==> config.mk <==
export PLATFORM = sky130hd
export DESIGN_NAME = seg7_scan_driver
export DESIGN_NICKNAME = d
export VERILOG_FILES = /design/src/rtl/seg7_pkg.sv /design/src/rtl/seg7_hex_decode.sv /design/src/rtl/seg7_scan_driver.sv
export SDC_FILE = /design/constraint.sdc
export NUM_CORES = 1
export LEC_CHECK = 0
export BUFFER_PORTS_ARGS = -buffer_cell sky130_fd_sc_hd__buf_2
export CORE_MARGIN = 2
export CORE_UTILIZATION = 40
export CTS_BUF_LIST = sky130_fd_sc_hd__clkbuf_8
export CTS_CLUSTER_DIAMETER = 40
export DETAILED_ROUTE_END_ITERATION = 16
export GPL_TIMING_DRIVEN = 0
export SETUP_SLACK_MARGIN = 0.2
export SLEW_MARGIN = 20
export SYNTH_ARGS = -nofsm -noshare
export SYNTH_HDL_FRONTEND = slang
export SYNTH_HIERARCHICAL = 1
export SYNTH_SLANG_ARGS = --single-unit
==> constraint.sdc <==
create_clock -name clk -period 4.2 [get_ports clk]
set_clock_uncertainty 0.2 [all_clocks]
set_input_delay 0.63 -clock clk [delete_from_list [all_inputs] [get_ports clk]]
set_output_delay 0.63 -clock clk [all_outputs]
set_load 0.02 [all_outputs]
==> src/rtl/seg7_pkg.sv <==
// seg7_pkg: shared types and active-low glyph constants for the scan driver.
// Segment order is {g,f,e,d,c,b,a}; a 0 bit lights the segment.
package seg7_pkg;

    typedef logic [6:0] seg7_t;

    localparam seg7_t SEG_BLANK = 7'h7F;

    localparam seg7_t SEG_0 = 7'b1000000;
    localparam seg7_t SEG_1 = 7'b1111001;
    localparam seg7_t SEG_2 = 7'b0100100;
    localparam seg7_t SEG_3 = 7'b0110000;
    localparam seg7_t SEG_4 = 7'b0011001;
    localparam seg7_t SEG_5 = 7'b0010010;
    localparam seg7_t SEG_6 = 7'b0000010;
    localparam seg7_t SEG_7 = 7'b1111000;
    localparam seg7_t SEG_8 = 7'b0000000;
    localparam seg7_t SEG_9 = 7'b0011000;
    localparam seg7_t SEG_A = 7'b0001000;
    localparam seg7_t SEG_B = 7'b0000011;
    localparam seg7_t SEG_C = 7'b1000110;
    localparam seg7_t SEG_D = 7'b0100001;
    localparam seg7_t SEG_E = 7'b0000110;
    localparam seg7_t SEG_F = 7'b0001110;

endpackage

==> src/rtl/seg7_hex_decode.sv <==
// seg7_hex_decode: combinational nibble -> active-low glyph.
// Ports: nibble (4b in), glyph (seg7_t out). HEX=0 blanks nibbles 10..15.
module seg7_hex_decode
    import seg7_pkg::*;
#(
    parameter int HEX = 1
) (
    input  logic [3:0] nibble,
    output seg7_t      glyph
);

    always_comb begin
        glyph = SEG_BLANK;
        case (nibble)
            4'h0: glyph = SEG_0;
            4'h1: glyph = SEG_1;
            4'h2: glyph = SEG_2;
            4'h3: glyph = SEG_3;
            4'h4: glyph = SEG_4;
            4'h5: glyph = SEG_5;
            4'h6: glyph = SEG_6;
            4'h7: glyph = SEG_7;
            4'h8: glyph = SEG_8;
            4'h9: glyph = SEG_9;
            4'hA: glyph = (HEX != 0) ? SEG_A : SEG_BLANK;
            4'hB: glyph = (HEX != 0) ? SEG_B : SEG_BLANK;
            4'hC: glyph = (HEX != 0) ? SEG_C : SEG_BLANK;
            4'hD: glyph = (HEX != 0) ? SEG_D : SEG_BLANK;
            4'hE: glyph = (HEX != 0) ? SEG_E : SEG_BLANK;
            4'hF: glyph = (HEX != 0) ? SEG_F : SEG_BLANK;
            default: glyph = SEG_BLANK;
        endcase
    end

endmodule

==> src/rtl/seg7_scan_driver.sv <==
// seg7_scan_driver: multiplexed common-anode 7-segment driver with a
// frame-aligned shadow buffer. Ports: clk, reset (sync, active-high),
// load/value_in/dp_in/en_in (update strobe + data), busy, frame_start,
// an (active-low one-hot), seg {g..a} and dp (active-low).
// Optional macro SEG7_LZ_BLANK_EN enables leading-zero blanking.
module seg7_scan_driver
    import seg7_pkg::*;
#(
    parameter int DIGITS      = 4,
    parameter int REFRESH_DIV = 50000,
    parameter int HEX         = 1
) (
    input  logic                  clk,
    input  logic                  reset,
    input  logic                  load,
    input  logic [4*DIGITS-1:0]   value_in,
    input  logic [DIGITS-1:0]     dp_in,
    input  logic [DIGITS-1:0]     en_in,
    output logic                  busy,
    output logic                  frame_start,
    output logic [DIGITS-1:0]     an,
    output seg7_t                 seg,
    output logic                  dp
);

    localparam int CW = (REFRESH_DIV > 1) ? $clog2(REFRESH_DIV) : 1;
    localparam int IW = (DIGITS > 1) ? $clog2(DIGITS) : 1;
    localparam logic [CW-1:0] CNT_LAST = CW'(REFRESH_DIV - 1);
    localparam logic [IW-1:0] IDX_LAST = IW'(DIGITS - 1);

    logic [CW-1:0]       cnt;
    logic [IW-1:0]       idx;
    logic                wrap;
    logic                boundary;

    logic [4*DIGITS-1:0] act_val;
    logic [4*DIGITS-1:0] pend_val;
    logic [DIGITS-1:0]   act_dp;
    logic [DIGITS-1:0]   pend_dp;
    logic [DIGITS-1:0]   act_en;
    logic [DIGITS-1:0]   pend_en;

    logic [DIGITS-1:0]   lz;
    logic [DIGITS-1:0]   an_next;
    logic [3:0]          cur_nib;
    logic                cur_en;
    logic                cur_dp;
    logic                cur_lz;
    seg7_t               cur_glyph;

    assign wrap     = (cnt == CNT_LAST);
    assign boundary = wrap && (idx == IDX_LAST);

    always_ff @(posedge clk) begin
        if (reset) begin
            cnt <= '0;
            idx <= '0;
        end else if (wrap) begin
            cnt <= '0;
            idx <= (idx == IDX_LAST) ? '0 : idx + 1'b1;
        end else begin
            cnt <= cnt + 1'b1;
        end
    end

    // A load coinciding with the boundary bypasses pending so it is
    // visible in the frame that is just starting.
    always_ff @(posedge clk) begin
        if (reset) begin
            act_val  <= '0;
            act_dp   <= '0;
            act_en   <= '0;
            pend_val <= '0;
            pend_dp  <= '0;
            pend_en  <= '0;
            busy     <= 1'b0;
        end else begin
            if (load) begin
                pend_val <= value_in;
                pend_dp  <= dp_in;
                pend_en  <= en_in;
            end
            if (boundary) begin
                if (load) begin
                    act_val <= value_in;
                    act_dp  <= dp_in;
                    act_en  <= en_in;
                end else if (busy) begin
                    act_val <= pend_val;
                    act_dp  <= pend_dp;
                    act_en  <= pend_en;
                end
                busy <= 1'b0;
            end else if (load) begin
                busy <= 1'b1;
            end
        end
    end

`ifdef SEG7_LZ_BLANK_EN
    logic higher_zero;

    // Walk from the most significant digit down; a disabled digit
    // counts as zero for the digits below it.
    always_comb begin
        lz          = '0;
        higher_zero = 1'b1;
        for (int i = DIGITS - 1; i >= 0; i--) begin
            if (i > 0 && act_en[i] && act_val[4*i +: 4] == 4'h0 &&
                higher_zero) begin
                lz[i] = 1'b1;
            end
            higher_zero = higher_zero &&
                (act_val[4*i +: 4] == 4'h0 || !act_en[i]);
        end
    end
`else
    assign lz = '0;
`endif

    always_comb begin
        cur_nib = 4'h0;
        cur_en  = 1'b0;
        cur_dp  = 1'b0;
        cur_lz  = 1'b0;
        an_next = '1;
        for (int i = 0; i < DIGITS; i++) begin
            if (idx == IW'(i)) begin
                cur_nib    = act_val[4*i +: 4];
                cur_en     = act_en[i];
                cur_dp     = act_dp[i];
                cur_lz     = lz[i];
                an_next[i] = 1'b0;
            end
        end
    end

    seg7_hex_decode #(
        .HEX (HEX)
    ) u_dec (
        .nibble (cur_nib),
        .glyph  (cur_glyph)
    );

    always_ff @(posedge clk) begin
        if (reset) begin
            an          <= '1;
            seg         <= SEG_BLANK;
            dp          <= 1'b1;
            frame_start <= 1'b0;
        end else begin
            an          <= an_next;
            seg         <= (cur_en && !cur_lz) ? cur_glyph : SEG_BLANK;
            dp          <= ~(cur_en & cur_dp);
            frame_start <= boundary;
        end
    end

endmodule

==> impl_results.md, run 1 <==
* Outcome: complete, no violations
* P_leak at between 1.5 and 2 nW
* Final GP Congestion at 0.758
* Peak VDD IR at ~180 µV
* Pin count of the biggest net entering global routing at 13
* Antenna diode count at 0
* Syn Inst Count at around 350
* Vias at approximately 2.4k
* Worst setup EP type: flip-flop
* Tightest Hold Check Type: flip-flop to flip-flop
* CP Data Required Time at approximately 4.2 ns
* Synth Flop Type: dfxtp_1
* Combinational share of power at under 10%
* Die Y-Extent at roughly 97 µm
* Setup slack after layout at between 0.5 and 0.6 ns
* Vias in the first global route at between 2k and 2.5k
* Cell taking the most area after synthesis: dfxtp_1
* Layout Nets at around 440
* RSZ-0062 raised after global routing: no
* Multi-input gate area at roughly 1700 µm²
* Mapped Area at between 3000 and 4000 µm²
* Clock slew seen by the registers of the worst setup and hold paths at approximately 0.08 ns
* Hold Slack at roughly 0.28 ns
* Maximum root-to-sink buffer count at 2
* Core Box Area at 8300 µm²
* Syn Area/Cell at a little under 10 µm²
* FF+latch count, synth at 80
* Initial Util at roughly two fifths
* Worst Hold Depth at 1
* Clock sink total at 80
* Initial antenna violation count at 0
* Critical setup path kind: flip-flop to flip-flop
* Synth warn at 6
* Drt pass-1 iters at 4
* Synth area leaders: dfxtp_1 47%, mux2_2 8.2%, mux2i_1 8.1%
* CP max FO at 10
* I/O pins at ~40
* Final Hold Viols at 0
* H-tree lvl count at 3
* First DRT Iteration DRCs at 47
* Max-Cap Viols at 0
* Per-cell routed wire length at about 13 µm
* Share of cells above drive strength 1 at 22.3%
* Pre-CTS setup slack at 0.580 ns
* Row cnt at 33
* Total Routed Length at around 6600 µm
* Final Non-Filler Cells at between 500 and 600
* NetSw at around 0.31 mW
* Synth top area share at a little under half
* Cell Int Power at approximately 1.1 mW
* Worst skew pair latency at approximately 0.35 ns
* Synth unique cells at 39
* CTS buffer count at 9
* DRT antenna net count at 0
* Layout area overhead at 15.6%
* Hold Buf Count CTS at 0
* Dpl cells at 497
* GRT Residual Overflow at 0
* Global-route wire length before repair at 11,200 µm
* Clock power frac at roughly two fifths
* Residual DRC count at 0
* CTS tree: done
* DP HPWL at about 4800 µm
* Die area at approximately 9400 µm²
* Setup violations, final at 0
* Sequential fraction of design power at about 54%
* EDFF count, synth at 0
* Final Max Slew Viols at 0
* Fillers at about 800
* Max Freq at roughly 0.28 GHz
* Pwr dens at 366 nW/µm²
* Syn_nets at 392
* Drt via density at around 4.8
* Register Area at 1600 µm²
* Worst Max-Slew Pin Slew at roughly 0.81 ns
* Final period util at 86.2%
* Fin crit period at ~3.6 ns
* Register area share after synthesis at between 40% and 50%
* Die Width at between 90 and 100 µm
* Reg2reg path depth at 13
* Arr. time, crit path at 3.66 ns
* Switching Share at between 20% and 30%
* Final setup TNS at 0 ns
* Post-CTS setup buffer count at 0
* CTS resizes at 0
* Asr flop ratio synth at 0%
* GRT Util Overall at 15.0%
* Worst relative slew slack at 45.3%
* Clock root cell: clkbuf_8
* IO buf count at 38
* Critical Path Source Type: flip-flop
[layer usage]
layer	vias to the layer above	part of all wire, %	track usage, %
li1	1282	-	-
met1	1112	50	19.4
met2	34	44	23.5
met3	13	3.4	3.03
met4	0	2.3	7.80
met5	-	0	0
[cell type report]
cell class	instances	area share, %
Clock buffer	10	3.46
Clock inverter	6	1.92
Buffer	18	2.30
Tap cell	105	3.30
Multi-Input combinational cell	244	42.9
Sequential cell	80	40.3
Timing Repair Buffer	38	4.78
Inverter	12	1.13
[registers in the layout, summed over array words and instances (netlist names), 2 cells and up]
| signal | flops |
|---|---|
| act_val | 16 |
| cnt | 16 |
| pend_val | 16 |
| seg | 7 |
| act_dp | 4 |
| act_en | 4 |
| an | 4 |
| pend_dp | 4 |
| pend_en | 4 |
| idx | 2 |
[cell usage in the layout, fill, tap and decap left out, types with 2 or more instances in the layout]
cell / synthesis / layout
a21oi_1: 14 / 14
a22o_1: 2 / 2
buf_2: 1 / 39
buf_6: 3 / 3
bufinv_16: 0 / 2
clkbuf_1: 13 / 13
clkbuf_8: 0 / 10
dfxtp_1: 80 / 80
ha_1: 11 / 11
inv_1: 12 / 15
mux2_2: 25 / 25
mux2i_1: 28 / 28
nand2_1: 15 / 15
nand2b_1: 7 / 7
nand3_1: 6 / 6
nand3b_1: 5 / 5
nand4_1: 5 / 5
nor2_1: 48 / 48
nor2b_1: 23 / 23
nor3_1: 4 / 4
nor4_1: 2 / 2
o21ai_0: 9 / 9
or2_2: 9 / 9
or3_1: 4 / 4
xnor2_1: 9 / 9
xor2_1: 4 / 4
[Yosys cell counts, types with 2 or more instances]
| master | number |
|---|---|
| nand4_1 | 5 |
| nand3b_1 | 5 |
| buf_6 | 3 |
| nand2_1 | 15 |
| inv_1 | 12 |
| mux2_2 | 25 |
| nor2_1 | 48 |
| a21oi_1 | 14 |
| clkbuf_1 | 13 |
| nand3_1 | 6 |
| nand2b_1 | 7 |
| mux2i_1 | 28 |
| ha_1 | 11 |
| or3_1 | 4 |
| xor2_1 | 4 |
| nor2b_1 | 23 |
| nor3_1 | 4 |
| o21ai_0 | 9 |
| a22o_1 | 2 |
| or2_2 | 9 |
| dfxtp_1 | 80 |
| nor4_1 | 2 |
| xnor2_1 | 9 |
[logic make-up after synthesis]
kind of cell,count (synthesis),share of synthesized area [%]
AND/OR/NAND/NOR,135,20.5
flip-flops,80,46.5
multiplexers,53,16.3
AO/OA/AOI/OAI,32,5.41
buffers and inverters,30,3.96
XOR/XNOR,13,3.31
adder cells (fa/ha/maj),11,4.00
[through the flow]
step	util, %	power [mW]	instance area, µm²
2_1_floorplan	-	0.840	3440
3_3_place_gp	45.4	0.863	3760
3_5_place_dp	45.4	0.865	3760
4_1_cts	47.9	1.47	3980
5_1_grt	47.9	1.51	3980
6_report	47.9	1.46	3980
[final timing paths]
| kind | slack, ns | end | from |
|---|---|---|---|
| worst max-delay path | 0.58 | seg[1] | idx[1] |
| worst min-delay path | 0.28 | cnt[0] | cnt[0] |
| worst max register to register | 0.58 | seg[1] | idx[1] |
| worst min register to register | 0.28 | cnt[0] | cnt[0] |
[power by group through the flow]
stage / Sequential (mW) / Combinational (mW) / Clock [mW]
after floorplan: 0.799 / 0.0404 / 0
after global placement: 0.799 / 0.0645 / 0
after detailed placement: 0.799 / 0.0656 / 0
after CTS: 0.781 / 0.0659 / 0.625
after global routing: 0.784 / 0.0730 / 0.657
final: 0.781 / 0.0642 / 0.610
[worst max-delay path, stage by stage (launching register included)]
cell and delay (ns):
dfxtp_1 0.38, inv_1 0.08, ha_1 0.22, clkbuf_1 0.24
nand3b_1 0.22, a21oi_1 0.17, a21oi_1 0.06, o21ai_0 0.66
inv_1 0.20, ha_1 0.36, nand2b_1 0.11, o21ai_0 0.09
a32o_1 0.23, or2_2 0.29
No activity file was read; power rests on OpenSTA's default activity.
==> run 2: changes to the inputs <==
--- a/config.mk
+++ b/config.mk
@@ -12,6 +12,7 @@
 export CTS_CLUSTER_DIAMETER = 40
 export DETAILED_ROUTE_END_ITERATION = 16
 export GPL_TIMING_DRIVEN = 0
+export MAX_ROUTING_LAYER = met4
 export SETUP_SLACK_MARGIN = 0.2
 export SLEW_MARGIN = 20
 export SYNTH_ARGS = -nofsm -noshare
==> impl_results.md, run 2 (synthesized netlist as in run 1, its figures left out) <==
* Finished Cell Area at 3980 µm² (unchanged)
* Most common cell after layout, fill and taps aside: dfxtp_1
* Clock power frac at 41.9% (about the same)
* Worst skew pair latency at 0.35 ns (about the same)
* Total Routed Length at 6610 µm (-0.15%)
* CP Data Required Time at 4.24 ns (about the same)
* Fillers at 801 (unchanged)
* Setup violations, final at 0 (unchanged)
* Hold wc startpoint: cnt[0]
* CTS tree: done
* First DRT Iteration DRCs at 53 (+13%)
* Vias at 2,441 (unchanged)
* Antenna diode count at 0 (unchanged)
* Final period util at 86.2% (about the same)
* Final Power at 1.46 mW (about the same)
* Core Box Area at 8300 µm² (unchanged)
* Worst setup EP type: flip-flop
* Drt via density at 4.76 (unchanged)
* Commonest cells after routing, fill and taps aside: 80 x dfxtp_1, 48 x nor2_1, 39 x buf_2
* Clock sink total at 80 (unchanged)
* Vias in the first global route at 2,382 (unchanged)
* Fin crit period at 3.62 ns (-0.00159 ns)
* Worst Hold Depth at 1 (unchanged)
* Post-CTS setup buffer count at 0 (unchanged)
* Initial Util at 41.5% (unchanged)
* I/O pins at 41 (unchanged)
* H-tree lvl count at 3 (unchanged)
* Sequential fraction of design power at 53.7% (about the same)
* Global-route wire length before repair at 11,200 µm (about the same)
* Pin count of the biggest net entering global routing at 13 (unchanged)
* Peak VDD IR at 177 µV (about the same)
* RSZ-0062 raised after global routing: no
* Worst relative slew slack at 45.3% (unchanged)
* Clock root cell: clkbuf_8
* Die area at 9370 µm² (unchanged)
* Critical Path Source Type: flip-flop
* Final GP Congestion at 0.767 (+1.3%)
* GRT Util Overall at 15.4% (+0.43 points)
* DP HPWL at 4760 µm (unchanged)
* Max-Cap Viols at 0 (unchanged)
* Final Hold Viols at 0 (unchanged)
* Share of cells above drive strength 1 at 22.3% (unchanged)
* Pwr dens at 366 nW/µm² (about the same)
* CTS buffer count at 9 (unchanged)
* Switching Share at 21.3% (about the same)
* Layout area overhead at 15.6% (unchanged)
* Residual DRC count at 0 (unchanged)
* Maximum root-to-sink buffer count at 2 (unchanged)
* Reg2reg path depth at 13 (unchanged)
* Final Max Slew Viols at 0 (unchanged)
* Critical Path Source: idx[1]
* Clock slew seen by the registers of the worst setup and hold paths at 0.08 ns (about the same)
* Row cnt at 33 (unchanged)
* Worst r2r src: idx[1]
* Cell Int Power at 1.15 mW (about the same)
* Final setup TNS at 0 ns (unchanged)
* Die Y-Extent at 96.8 µm (unchanged)
* Placed Area at 3760 µm² (unchanged)
* CP max FO at 10 (unchanged)
* Tightest Hold Check Type: flip-flop to flip-flop
* Worst Max-Slew Pin Slew at 0.813 ns (-0.0000000596 ns)
* Critical setup path kind: flip-flop to flip-flop
* GRT Residual Overflow at 0 (unchanged)
* Outcome: complete, no violations
* CTS resizes at 0 (unchanged)
* Drt pass-1 iters at 4 (unchanged)
* Flop-to-flop setup slack at 0.58 ns (about the same)
* P_leak at 1.60 nW (unchanged)
* Max Freq at 0.276 GHz (about the same)
* Hold Buf Count CTS at 0 (unchanged)
* Hold Path End: cnt[0]
* DRT antenna net count at 0 (unchanged)
* RR Endpoint: seg[1]
* Layout Nets at 441 (unchanged)
* Per-cell routed wire length at 12.9 µm (-0.15%)
* IO buf count at 38 (unchanged)
* Largest regs: act_val: 16 flops, cnt: 16 flops, pend_val: 16 flops
* Combinational share of power at 4.4% (about the same)
* Die Width at 96.8 µm (unchanged)
* NetSw at 0.310 mW (about the same)
* Initial antenna violation count at 0 (unchanged)
* Arr. time, crit path at 3.66 ns (about the same)
## run 2: cell counts in the layout (fill, tap and decap cells not counted)
No cell type changed its count.
## run 2: worst max-delay path by stage
stage | slack (ns) | end | depth (start not counted)
after floorplan | 1.17 | seg[1] | 13
after global placement | 0.68 | seg[1] | 13
after detailed placement | 0.58 | seg[1] | 13
after CTS | 0.55 | seg[1] | 13
after global routing | 0.31 | seg[1] | 13
final | 0.58 | seg[1] | 13
## run 2: power groups by stage
stage	clock (mW)	sequential [mW]	combinational [mW]
detailed placement	0	0.799	0.0656
global route	0.657	0.784	0.0730
floorplan	0	0.799	0.0404
CTS	0.625	0.781	0.0659
global placement	0	0.799	0.0645
finish	0.611	0.781	0.0643
## run 2: final cells by class
class	count	area, µm²	area share (%)
Tap cell	105	131	3.30
Buffer	18	91.3	2.30
Sequential cell	80	1600	40.3
Clock inverter	6	76.3	1.92
Clock buffer	10	138	3.46
Inverter	12	45.0	1.13
Timing Repair Buffer	38	190	4.78
Multi-Input combinational cell	244	1710	42.9
## run 2: critical path, cell delays in order (launching register included)
cell and delay [ns]:
dfxtp_1 0.38, inv_1 0.08, ha_1 0.22, clkbuf_1 0.24, nand3b_1 0.22, a21oi_1 0.17
a21oi_1 0.06, o21ai_0 0.66, inv_1 0.20, ha_1 0.36, nand2b_1 0.11, o21ai_0 0.09
a32o_1 0.23, or2_2 0.29
## run 2: per-stage QoR
step | cells | utilization [%] | hold WS, ns | setup slack [ns]
after floorplan | 354 | - | 0.237 | 1.17
after global placement | 497 | 45.4 | 0.257 | 0.676
after detailed placement | 497 | 45.4 | 0.271 | 0.580
after global routing | 513 | 47.9 | 0.318 | 0.308
final | 513 | 47.9 | 0.284 | 0.579
after CTS | 513 | 47.9 | 0.289 | 0.549
## run 2: metal layers
layer	part of all wire (%)	vias up	wire [µm]	track usage (%)
met2	44	38	2910	23.5
met4	2.3	0	154	7.80
met5	0	-	0	-
met3	3.4	12	225	2.89
met1	50	1109	3320	19.5
li1	-	1282	-	-
==> run 3: changes to the inputs <==
--- a/config.mk
+++ b/config.mk
@@ -17,5 +17,4 @@
 export SLEW_MARGIN = 20
 export SYNTH_ARGS = -nofsm -noshare
 export SYNTH_HDL_FRONTEND = slang
-export SYNTH_HIERARCHICAL = 1
 export SYNTH_SLANG_ARGS = --single-unit
==> impl_results.md, run 3 <==
* Outcome: complete, no violations
* Pwr dens at 378 nW/µm² (+3.4%)
* Register area share after synthesis at 46.3% (-0.19 points)
* Final period util at 73.7% (-13 points)
* Post-CTS setup buffer count at 0 (unchanged)
* Dpl cells at 498 (+0.20%)
* Mapped Area at 3460 µm² (+0.40%)
* Clock root cell: clkbuf_8
* Per-cell routed wire length at 13.8 µm (+6.9%)
* Commonest cells after routing, fill and taps aside: 80 x dfxtp_1, 66 x nor2_1, 45 x buf_2
* Most common cell after layout, fill and taps aside: dfxtp_1
* Vias in the first global route at 2,493 (+4.7%)
* Final Hold Viols at 0 (unchanged)
* Clock sink total at 80 (unchanged)
* First DRT Iteration DRCs at 87 (+64%)
* DRT antenna net count at 0 (unchanged)
* Fin crit period at 3.09 ns (-0.526 ns)
* Die Y-Extent at 97.0 µm (+0.19%)
* EDFF count, synth at 0 (unchanged)
* Synth unique cells at 39 (unchanged)
* Met2 GRT Util at 25.1% (+1.5 points)
* Peak VDD IR at 178 µV (+0.39%)
* Hold Buf Count CTS at 0 (unchanged)
* CTS tree: done
* Asr flop ratio synth at 0% (unchanged)
* Critical Path Source Type: flip-flop
* Setup violations, final at 0 (unchanged)
* Critical setup path kind: flip-flop to flip-flop
* Worst skew pair latency at 0.35 ns (about the same)
* Tightest Hold Check Type: flip-flop to flip-flop
* Gr busiest metal: met2
* Pin count of the biggest net entering global routing at 14 (+1)
* Clock slew seen by the registers of the worst setup and hold paths at 0.08 ns (about the same)
* Arr. time, crit path at 3.10 ns (-0.56 ns)
* Final Max Slew Viols at 0 (unchanged)
* RSZ-0062 raised after global routing: no
* Synth top area share at 46.3% (-0.19 points)
* Drt pass-1 iters at 4 (unchanged)
* CP Data Required Time at 4.21 ns (-0.03 ns)
* Drt via density at 4.98 (+4.8%)
* Finished Cell Area at 4020 µm² (+1.0%)
* Layout area overhead at 16.3%
* Final Non-Filler Cells at 514 (+0.19%)
* Core Box Area at 8300 µm² (unchanged)
* Setup slack after layout at 1.11 ns (+0.526 ns)
* Largest regs: act_val: 16 flops, cnt: 16 flops, pend_val: 16 flops
* Final setup TNS at 0 ns (unchanged)
* Vias at 2,562 (+5.0%)
* Initial Util at 41.7% (+0.17 points)
* Syn Inst Count at 354 (unchanged)
* Syn_nets at 392 (unchanged)
* Row cnt at 33 (unchanged)
* Synth Flop Type: dfxtp_1
* Cell taking the most area after synthesis: dfxtp_1
* Total Routed Length at 7080 µm (+7.1%)
* Maximum root-to-sink buffer count at 2 (unchanged)
* Pre-CTS setup slack at 1.14 ns (+0.556 ns)
* CTS resizes at 0 (unchanged)
* H-tree lvl count at 3 (unchanged)
* Global-route wire length before repair at 12,000 µm (+6.8%)
* Top post-synthesis cells by count: 80 x dfxtp_1, 66 x nor2_1, 26 x mux2i_1, 24 x a211oi_2, 21 x nand2_1
* Syn Area/Cell at 9.77 µm² (+0.40%)
* Synth area leaders: dfxtp_1 46%, a211oi_2 8.7%, mux2i_1 7.5%
* Max-Cap Viols at 0 (unchanged)
* Worst relative slew slack at 48.3% (+3.0 points)
* I/O pins at 41 (unchanged)
* Die area at 9400 µm² (+0.38%)
* Initial antenna violation count at 0 (unchanged)
* CTS buffer count at 9 (unchanged)
* Die Width at 97.0 µm (+0.19%)
* Met1 Use GR at 21.0% (+1.5 points)
* Met3 Track Usage GR at 2.96% (+0.072 points)
* FF+latch count, synth at 80 (unchanged)
* Max Freq at 0.323 GHz (+17%)
* GRT Residual Overflow at 0 (unchanged)
* Antenna diode count at 0 (unchanged)
* GRT Util Overall at 16.2% (+0.82 points)
* DP HPWL at 5160 µm (+8.4%)
* Layout Nets at 442 (+0.23%)
* Worst Max-Slew Pin Slew at 0.776 ns (-0.0370 ns)
* Final core utilization at 48.4% (+0.48 points)
* P_leak at 1.54 nW (-4.1%)
* Residual DRC count at 0 (unchanged)
* Flop-to-flop setup slack at 1.11 ns (+0.53 ns)
* Placed Area at 3780 µm² (+0.50%)
* Share of cells above drive strength 1 at 23.2% (+0.92 points)
* Worst setup EP type: flip-flop
* Synth warn at 0 (-6)
* Most common cell in the netlist: dfxtp_1
* IO buf count at 39 (+2.6%)
* CP max FO at 10 (unchanged)
* Final GP Congestion at 0.843 (+9.9%)
## run 3: changes by cell type after synthesis, moves of 4 or more
cell / change
a211oi_2: +24
nor2_1: +18
nor2b_1: -20
mux2_2: -25
or2_2: -9
nand2_1: +6
buf_2: +5
xnor2_1: -5
clkbuf_1: -4
## run 3: cell type report
type,instances,area [µm²]
multi-input combinational,239,1680
tap,105,131
inverter,14,52.6
clock inverter,7,111
clock buffer,9,124
buffer,21,124
timing repair buffer,39,195
fill,800,4280
sequential,80,1600
## run 3: final timing paths
path / startpoint / to / cells after the start
setup / recovery: idx[0] / seg[3] / 11
hold / removal: cnt[0] / cnt[0] / 1
setup reg to reg: idx[0] / seg[3] / 11
hold reg to reg: cnt[0] / cnt[0] / 1
## run 3: worst max-delay path, stage by stage, from the launching register on
cell and delay, ns:
dfxtp_1 0.42, ha_1 0.23, clkbuf_1 0.36, a21oi_1 0.12
o21ai_0 0.14, o21ai_0 0.14, o21ai_0 0.42, inv_1 0.20
ha_1 0.30, a211o_1 0.27, o211ai_1 0.09, nand2_1 0.07
## run 3: kinds of logic after synthesis
kind of cell / Yosys count / synth area share [%]
simple gates: 127 / 18.3
xor+xnor: 11 / 2.79
buf+inv: 35 / 5.10
fa+ha+maj: 11 / 3.98
mux: 26 / 7.53
flops: 80 / 46.3
compound gates: 64 / 16.0
## run 3: stage by stage
| step | total power, mW | hold slack [ns] |
|---|---|---|
| floorplan | 0.846 | 0.218 |
| global placement | 0.873 | 0.230 |
| detailed placement | 0.874 | 0.239 |
| CTS | 1.54 | 0.252 |
| global route | 1.58 | 0.287 |
| finish | 1.52 | 0.248 |
## run 3: metal layers
metal	part of all wire (%)	vias to the layer above
met3	3.4	11
met2	45	43
met5	0	-
met4	1.9	0
met1	50	1190
li1	-	1318
## run 3: power by group
| part | total [mW] | switching, mW | internal, mW |
|---|---|---|---|
| Sequential | 0.780 | 0.00568 | 0.775 |
| Combinational | 0.0743 | 0.0458 | 0.0285 |
| Clock | 0.666 | 0.275 | 0.391 |
